`src/rtl/spi_rx_word_assembler.sv`:
```
// SPI mode-0 slave receiver: samples sclk/mosi/cs_n in the clk domain
// and assembles MSB-first bits into WORD_W-bit words.
//
// Optional feature macro: SPI_RX_PARITY_EN
//   defined   : each word is followed by one even-parity bit
//               (WORD_W+1 bits per word); a parity mismatch
//               drops the word and pulses frame_err.
//   undefined : words are exactly WORD_W bits, no parity bit.
//
// Ports:
//   clk               system clock
//   reset_b           synchronous active-low reset
//   spi_sclk          SPI clock (async, f(clk) >= 4*f(sclk))
//   spi_mosi          SPI data, taken on sclk rising edge
//   spi_cs_n          SPI chip select, active-low
//   data_in_from_spi  last complete word, held until the next
//   write_en_frm_spi  1-cycle strobe, data_in_from_spi valid
//   rx_busy           frame active (FSM not idle)
//   frame_err         1-cycle strobe: partial word / bad parity
//   word_cnt          words delivered since reset, saturating

module spi_rx_word_assembler #(
   parameter int WORD_W      = 256,
   parameter int SYNC_STAGES = 2,
   parameter int CNT_W       = 16
) (
   input  logic              clk,
   input  logic              reset_b,
   input  logic              spi_sclk,
   input  logic              spi_mosi,
   input  logic              spi_cs_n,
   output logic [WORD_W-1:0] data_in_from_spi,
   output logic              write_en_frm_spi,
   output logic              rx_busy,
   output logic              frame_err,
   output logic [CNT_W-1:0]  word_cnt
);

`ifdef SPI_RX_PARITY_EN
   localparam int FRAME_BITS = WORD_W + 1;
`else
   localparam int FRAME_BITS = WORD_W;
`endif
   localparam int BC_W = $clog2(FRAME_BITS + 1);
   localparam logic [BC_W-1:0] LAST_BIT = BC_W'(FRAME_BITS - 1);

   typedef enum logic [1:0] {
      IDLE,
      SHIFT,
      PUBLISH
   } state_t;

   state_t state;

   logic [SYNC_STAGES-1:0] sclk_sync;
   logic [SYNC_STAGES-1:0] mosi_sync;
   logic [SYNC_STAGES-1:0] cs_sync;
   logic                   sclk_s_d;

   logic sclk_s;
   logic mosi_s;
   logic cs_s;
   logic rise;

   logic [WORD_W-1:0] shift;
   logic [BC_W-1:0]   bit_cnt;

   logic word_ok;

`ifdef SPI_RX_PARITY_EN
   // par_acc: running XOR of the data bits of the current word
   // par_bit: received parity bit
   logic par_acc;
   logic par_bit;
   logic data_bit;

   // The last bit position of a frame carries parity, not data.
   assign data_bit = (bit_cnt != LAST_BIT);
   assign word_ok  = ~(par_acc ^ par_bit);
`else
   assign word_ok  = 1'b1;
`endif

   assign sclk_s = sclk_sync[SYNC_STAGES-1];
   assign mosi_s = mosi_sync[SYNC_STAGES-1];
   assign cs_s   = cs_sync[SYNC_STAGES-1];
   assign rise   = sclk_s & ~sclk_s_d;

   assign rx_busy = (state != IDLE);

   // mosi travels through the same depth as sclk so the bit is
   // aligned with the detected rising edge.
   always_ff @(posedge clk) begin
      if (!reset_b) begin
         sclk_sync <= '0;
         mosi_sync <= '0;
         cs_sync   <= '0;
         sclk_s_d  <= 1'b0;
      end else begin
         sclk_sync <= {sclk_sync[SYNC_STAGES-2:0], spi_sclk};
         mosi_sync <= {mosi_sync[SYNC_STAGES-2:0], spi_mosi};
         cs_sync   <= {cs_sync[SYNC_STAGES-2:0], spi_cs_n};
         sclk_s_d  <= sclk_s;
      end
   end

   always_ff @(posedge clk) begin
      if (!reset_b) begin
         state            <= IDLE;
         shift            <= '0;
         bit_cnt          <= '0;
         data_in_from_spi <= '0;
         write_en_frm_spi <= 1'b0;
         frame_err        <= 1'b0;
         word_cnt         <= '0;
`ifdef SPI_RX_PARITY_EN
         par_acc          <= 1'b0;
         par_bit          <= 1'b0;
`endif
      end else begin
         write_en_frm_spi <= 1'b0;
         frame_err        <= 1'b0;

         unique case (state)
            IDLE: begin
               if (!cs_s) begin
                  state   <= SHIFT;
                  bit_cnt <= '0;
`ifdef SPI_RX_PARITY_EN
                  par_acc <= 1'b0;
`endif
               end
            end

            SHIFT: begin
               if (cs_s) begin
                  // cs_n released: clean only on a word boundary
                  if (bit_cnt != '0) begin
                     frame_err <= 1'b1;
                  end
                  bit_cnt <= '0;
                  state   <= IDLE;
               end else if (rise) begin
`ifdef SPI_RX_PARITY_EN
                  if (data_bit) begin
                     shift   <= {shift[WORD_W-2:0], mosi_s};
                     par_acc <= par_acc ^ mosi_s;
                  end else begin
                     par_bit <= mosi_s;
                  end
`else
                  shift <= {shift[WORD_W-2:0], mosi_s};
`endif
                  if (bit_cnt == LAST_BIT) begin
                     bit_cnt <= '0;
                     state   <= PUBLISH;
                  end else begin
                     bit_cnt <= bit_cnt + 1'b1;
                  end
               end
            end

            PUBLISH: begin
               if (word_ok) begin
                  data_in_from_spi <= shift;
                  write_en_frm_spi <= 1'b1;
                  if (word_cnt != '1) begin
                     word_cnt <= word_cnt + 1'b1;
                  end
               end else begin
                  frame_err <= 1'b1;
               end

               if (cs_s) begin
                  state <= IDLE;
               end else begin
                  state <= SHIFT;
                  // An edge landing here is bit 0 of the next
                  // word; shift reads the old value above, so
                  // the published word is unaffected.
                  if (rise) begin
                     shift   <= {shift[WORD_W-2:0], mosi_s};
                     bit_cnt <= BC_W'(1);
`ifdef SPI_RX_PARITY_EN
                     par_acc <= mosi_s;
`endif
                  end
`ifdef SPI_RX_PARITY_EN
                  else begin
                     par_acc <= 1'b0;
                  end
`endif
               end
            end

            default: begin
               state <= IDLE;
            end
         endcase
      end
   end

endmodule
```
`config.mk`:
```
export PLATFORM = sky130hd
export DESIGN_NAME = spi_rx_word_assembler
export DESIGN_NICKNAME = d
export VERILOG_FILES = /design/src/rtl/spi_rx_word_assembler.sv
export SDC_FILE = /design/constraint.sdc
export NUM_CORES = 1
export LEC_CHECK = 0
export CORE_MARGIN = 2
export CORE_UTILIZATION = 58
export DETAILED_ROUTE_END_ITERATION = 12
export PLACE_DENSITY = 0.92
export SYNTH_ARGS = -nofsm -noshare
export SYNTH_HDL_FRONTEND = slang
export SYNTH_SLANG_ARGS = --single-unit
```
`constraint.sdc`:
```
create_clock -name clk -period 5.2 [get_ports clk]
set_input_delay 0.52 -clock clk [delete_from_list [all_inputs] [get_ports clk]]
set_output_delay 0.52 -clock clk [all_outputs]
set_load 0.005 [all_outputs]
```
## Word-level counts from Yosys, hierarchy flattened

Cells that the tools add are included.

| cells by class | value |
|---|---|
| reduce and logical (&&, ||, !) cells | 10 |
| $add $sub $neg | 2 |
| muxes and demuxes | 15 |
| bitwise operators | 3 |
| equal/unequal tests | 9 |
| multiply operators | 0 |
| div/mod/pow operators | 0 |
| order comparisons | 0 |
| shift operators | 0 |

Operators with widths:

| operator | number |
|---|---|
| $mux W9 | 6 |
| $pmux W9 S3 | 1 |
| $add A16 B1 Y16 const B | 1 |
| $ne A16 B16 Y1 const B | 1 |
| $add A9 B1 Y9 const B | 1 |
| $eq A9 B8 Y1 const B | 1 |
| $reduce_and A3 Y1 | 3 |
| $reduce_bool A9 Y1 | 1 |
| $mux W2 | 4 |
| $ne A2 B2 Y1 const B | 3 |
| $ne A3 B3 Y1 const B | 2 |
| $pmux W2 S3 | 1 |
| $reduce_and A5 Y1 | 1 |
| $mux W1 | 3 |
| $reduce_bool A3 Y1 | 1 |
| $eq A2 B1 Y1 const B | 1 |
| $eq A2 B2 Y1 const B | 1 |
| $logic_not A2 Y1 | 1 |
| $not A1 Y1 | 2 |
| $reduce_and A2 Y1 | 1 |
| $reduce_bool A2 Y1 | 1 |
| $reduce_or A2 Y1 | 1 |
| $and A1 B1 Y1 | 1 |

| storage, ports and cells | value |
|---|---|
| bits in latches | 0 |
| output and inout bits | 275 |
| bits of input ports | 5 |
| flip-flop bits (word level) | 548 |
| memories | 0 |
| word-level logic and storage cells | 50 |
| RAM bits | 0 |
| ROM bits | 0 |

## Depth between registers and ports, before layout

| depth | value |
|---|---|
| depth in word-level cells | 5 |
| depth in mapped cells | 8 |
| depth with buffers taken out | 6 |

## Least setup slack after synthesis

No wires, ideal clock.

| path | value |
|---|---|
| path kind | register -> register |
| from | reg state[0] |
| to | reg bit_cnt[2] |
| setup time | 70 ps |
| required time | 5130 ps |
| data arrival time | 1911 ps |
| period minus slack after synthesis | 1981 ps |
| setup slack | 3219 ps |
| cell stages (with the launch flop) | 7 |
| path buffers | 1 |
| cells stage by stage | dfxtp_1 > inv_1 > ha_1 > clkbuf_1 > o41a_4 > or4b_1 > a21oi_1 |

| on the way | value |
|---|---|
| word-level cells in the longest chain between the ends | 3 |
| elaborated cells between the ends (all ways) | 10 |
| classes of those cells | 6 x eq/ne; 1 x mux; 3 x reduce/logical |

RTL lines:

| element | RTL line | text |
|---|---|---|
| start: declaration | 53 | `state_t state;` |
| start signal: assignment | 109 | `state <= IDLE;` |
| start signal: assignment | 127 | `state <= SHIFT;` |
| start signal: assignment | 142 | `state <= IDLE;` |
| $eq A2 B1 Y1 (tied with other cells) | 124 | `unique case (state)` |
| $ne A3 B3 Y1 (no source line) (tied with other cells) | n/a |  |
| $reduce_and A5 Y1 (no source line) | n/a |  |
| end signal: assignment | 158 | `bit_cnt <= bit_cnt + 1'b1;` |
| end: declaration | 66 | `logic [BC_W-1:0] bit_cnt;` |

Parallel ways exist; a longest one is shown, timed or not.
A chain may end at the register's enable or synchronous reset.

## Worst setup path after layout

| path | value |
|---|---|
| from | reg state[0] |
| to | reg word_cnt[4] |

| on the way | value |
|---|---|
| word-level cells in the longest chain between the ends | 2 |

RTL lines:

| element | RTL line | text |
|---|---|---|
| $eq A2 B2 Y1 | 124 |  |
| $reduce_and A2 Y1 (no source line) | n/a |  |
| end signal: assignment | 168 | `word_cnt <= word_cnt + 1'b1;` |
| end: declaration | 36 | `output logic [CNT_W-1:0] word_cnt` |

Every way passes these cells.

==> qor.yml <==
multi_input_comb_area_um2: 7830
synth-seq-area-share_pct: 56.4
cts_htree_levels: 2
netSwitchingFraction_pct: 21.1
detail_route.wirelength_um: 46500
netlist_area_um2: 19400
global_route_wire_length_before_repair_um: 75300
cts.repair.resized: 0
cell_internal_power_dissipation_mw: 6.45
report.final.setup_viol: 0
ys_ff_latch: 548
i_o_pin_count: 280
numPortBuffers: 279
syn-mean-instance-area_um2: 9.02
routed_via_density: 5.52
timing.setup.critical_path_class: "reg -> reg"
initial_utilization_pct: 58.4
worstHoldPathCells: 1
clockRootBuffer: "clkbuf_16"
cp_num_buf_inv: 2
route.detailed.wl_per_inst_um: 16.4
synth_warnings: 0
critical_path.cell_chain: "inv_1, ha_4, buf_4, nand2_1, or3_1, a21oi_1"
number_of_global_route_vias_before_repair: 15200
timing.slew.headroom_pct: 14.5
cts.hold.buffers_added: 0
die_width_um: 187
synthesis.instances: 2155
clkPwrFrac_pct: 46.5
clk_transition_reported_paths_ns: 0.07
antenna_found_initial: 1
critical_path_depth: 6
cp_top_family: "buffers and inverters"
ir_worst_vdd_v: 0.000281
drcViolationCount: 0
worst_hold_path_type: "reg -> reg"
fin_nets: 2363
fp.coreArea_um2: 33300
maximum_number_of_pins_on_one_net_before_global_route_repair: 257
tns_ns: 0
power_density_nw_per_um2: 340
dp.final_hpwl_um: 27700
initialDrtViolationCount: 1138
dp_slack_ns: 2.17
die_outline_area_um2: 35000
slew_violations: 0
layout_setup_ws_ns: 1.98
post_route_cells_drive_above_1_share_pct: 4.35
cts_tree: "done"
clock_tree.buffer_depth: 3
detailroute.via_count: 15700
detailedRoute.firstPassIterationCount: 5
ys_types: 46
critPathCaptureType: "flip-flop"
final_hold_viol_count: 0
post-route-min-period_ns: 3.22
total_leakage_power_nw: 7.79
synthToLayoutAreaGrowth_pct: 23.8
footprint_of_the_flip_flops_and_latches_um2: 11000
ff2ff_path_depth: 6
p_sw_mw: 1.73
final_antenna_net_count: 0
ffs_w_async_s_r_synth_pct: 0
timing.critical_path.arrival_ns: 3.71
maxClockFrequency_mhz: 311
final_min_period_over_clock_period_pct: 61.9
slowest_delay_ns: 0.98
tightestPinTransition_ns: 1.28
number_of_flops_mapped_to_enable_cells_by_yosys: 0
die_height_um: 187
placement_rows: 67
cts_made_buffers: 52
power.combinational.fraction_pct: 2.0
status: "completed"
fillerInstances: 2213
crit_path_top_delay_cell: "buf_4"
critical_path_required_ns: 5.69
clock_sink_count: 548
postCtsSetupRepairBufs: 0
synth-main-ff-cell: "dfxtp_1"
syn-num-nets: 2167
critical_path.max_fanout: 69
globalRoute.totalOverflow: 0
place.gp.congestion: 0.812
clk_latency_ns: 0.58
grt_setup_unrepaired: "no"
grt.total_usage_pct: 25.6
drv.max_cap_violation_count: 0
clock-skew-final_ns: 0.0225
pwr-share-seq_pct: 51.5
startpoint_type_of_the_worst_setup_path: "flip-flop"
## routing by layer
layer,GRT usage [%],routed length (um)
met5,0,0
met4,12.8,2300
met3,5.67,2740
met2,44.8,23100
met1,29.5,18400
## cell usage in the layout (no fill, tap or decap), types with 5 or more instances in the layout
master / n
dfxtp_1: 548
nand2_1: 534
clkdlybuf4s50_1: 279
a21oi_1: 272
nor2_1: 263
mux2i_1: 263
clkbuf_16: 53
nand3_1: 14
o21ai_0: 11
buf_4: 11
clkbuf_8: 10
clkbuf_1: 10
and2_1: 9
inv_1: 9
clkinv_2: 9
nor4_1: 8
nand2b_1: 7
ha_1: 6
or4_1: 5
## final cells by class
class | count | share of cell area [%]
clock buffer | 73 | 6.24
timing repair buffer | 293 | 12.2
clock inverter | 20 | 0.925
antenna | 1 | 0.0104
tap | 448 | 2.33
sequential | 548 | 45.6
inverter | 10 | 0.187
multi-input combinational | 1446 | 32.5
## power by group through the flow
stage / Clock (mW) / Combinational [mW] / Sequential [mW]
floorplan: 0 / 0.127 / 4.30
global placement: 0 / 0.158 / 4.30
detailed placement: 0 / 0.163 / 4.30
CTS: 3.86 / 0.163 / 4.21
global route: 4.04 / 0.180 / 4.21
finish: 3.80 / 0.164 / 4.21
## cell usage after synthesis, types with 2 or more instances
library cell	count	area share, %
nand3_1	14	0.36
nor2_1	263	5.1
a21boi_0	2	0.077
dfxtp_1	548	56
and4_1	3	0.14
nor4b_1	2	0.090
o21a_1	3	0.12
a21oi_1	272	7.0
nor2b_1	3	0.097
nand2_1	534	10
and2_1	9	0.29
or4_1	5	0.19
o31ai_1	2	0.077
nor3_1	4	0.10
a211oi_1	2	0.077
buf_2	39	1.0
ha_1	7	0.45
o31a_1	2	0.090
buf_1	4	0.077
mux2i_1	263	14
or3_1	3	0.097
o21ai_0	11	0.28
nand3b_1	2	0.077
clkbuf_1	108	2.1
nand2b_1	7	0.23
a41o_1	2	0.10
a31oi_1	2	0.064
nand4_1	4	0.13
nor4_1	8	0.26
inv_1	10	0.19
and3_1	2	0.064
## worst paths after layout
path                            startpoint     endpoint  slack (ns)
worst min register to register  cs_sync[0]   cs_sync[1]        0.43
worst max-delay path              state[0]  word_cnt[4]        1.98
worst max register to register    state[0]  word_cnt[4]        1.98
worst min-delay path            cs_sync[0]   cs_sync[1]        0.43
## cells by family (layout without fill, tap and decap cells)
logic type                 Yosys count  after routing  synth area share [%]
and+or+nand+nor                    868            868                  17.8
adders and majority gates            7              7                 0.451
DFF                                548            548                  56.4
other                                0              1                     0
muxes                              263            263                  13.5
buffers and inverters              161            396                  3.36
AOI/OAI and AO/OA                  308            308                  8.44
## state kept, by name, indices dropped and copies added (netlist names)
register          flops
data_in_from_spi    256
shift               256
word_cnt             16
bit_cnt               9
cs_sync               2
mosi_sync             2
sclk_sync             2
state                 2
frame_err             1
sclk_s_d              1
write_en_frm_spi      1
## through the flow
stage	utilization (%)	power, mW	area (um^2)	cells	hold WS (ns)
after floorplan	-	4.43	19400	2155	0.412
after global placement	67.1	4.46	22300	2745	0.420
after detailed placement	67.1	4.46	22300	2745	0.420
after CTS	72.3	8.23	24100	2838	0.431
after global routing	72.3	8.42	24100	2839	0.452
final	72.3	8.17	24100	2839	0.431
Note: power is estimated with default switching activity, not from simulation.
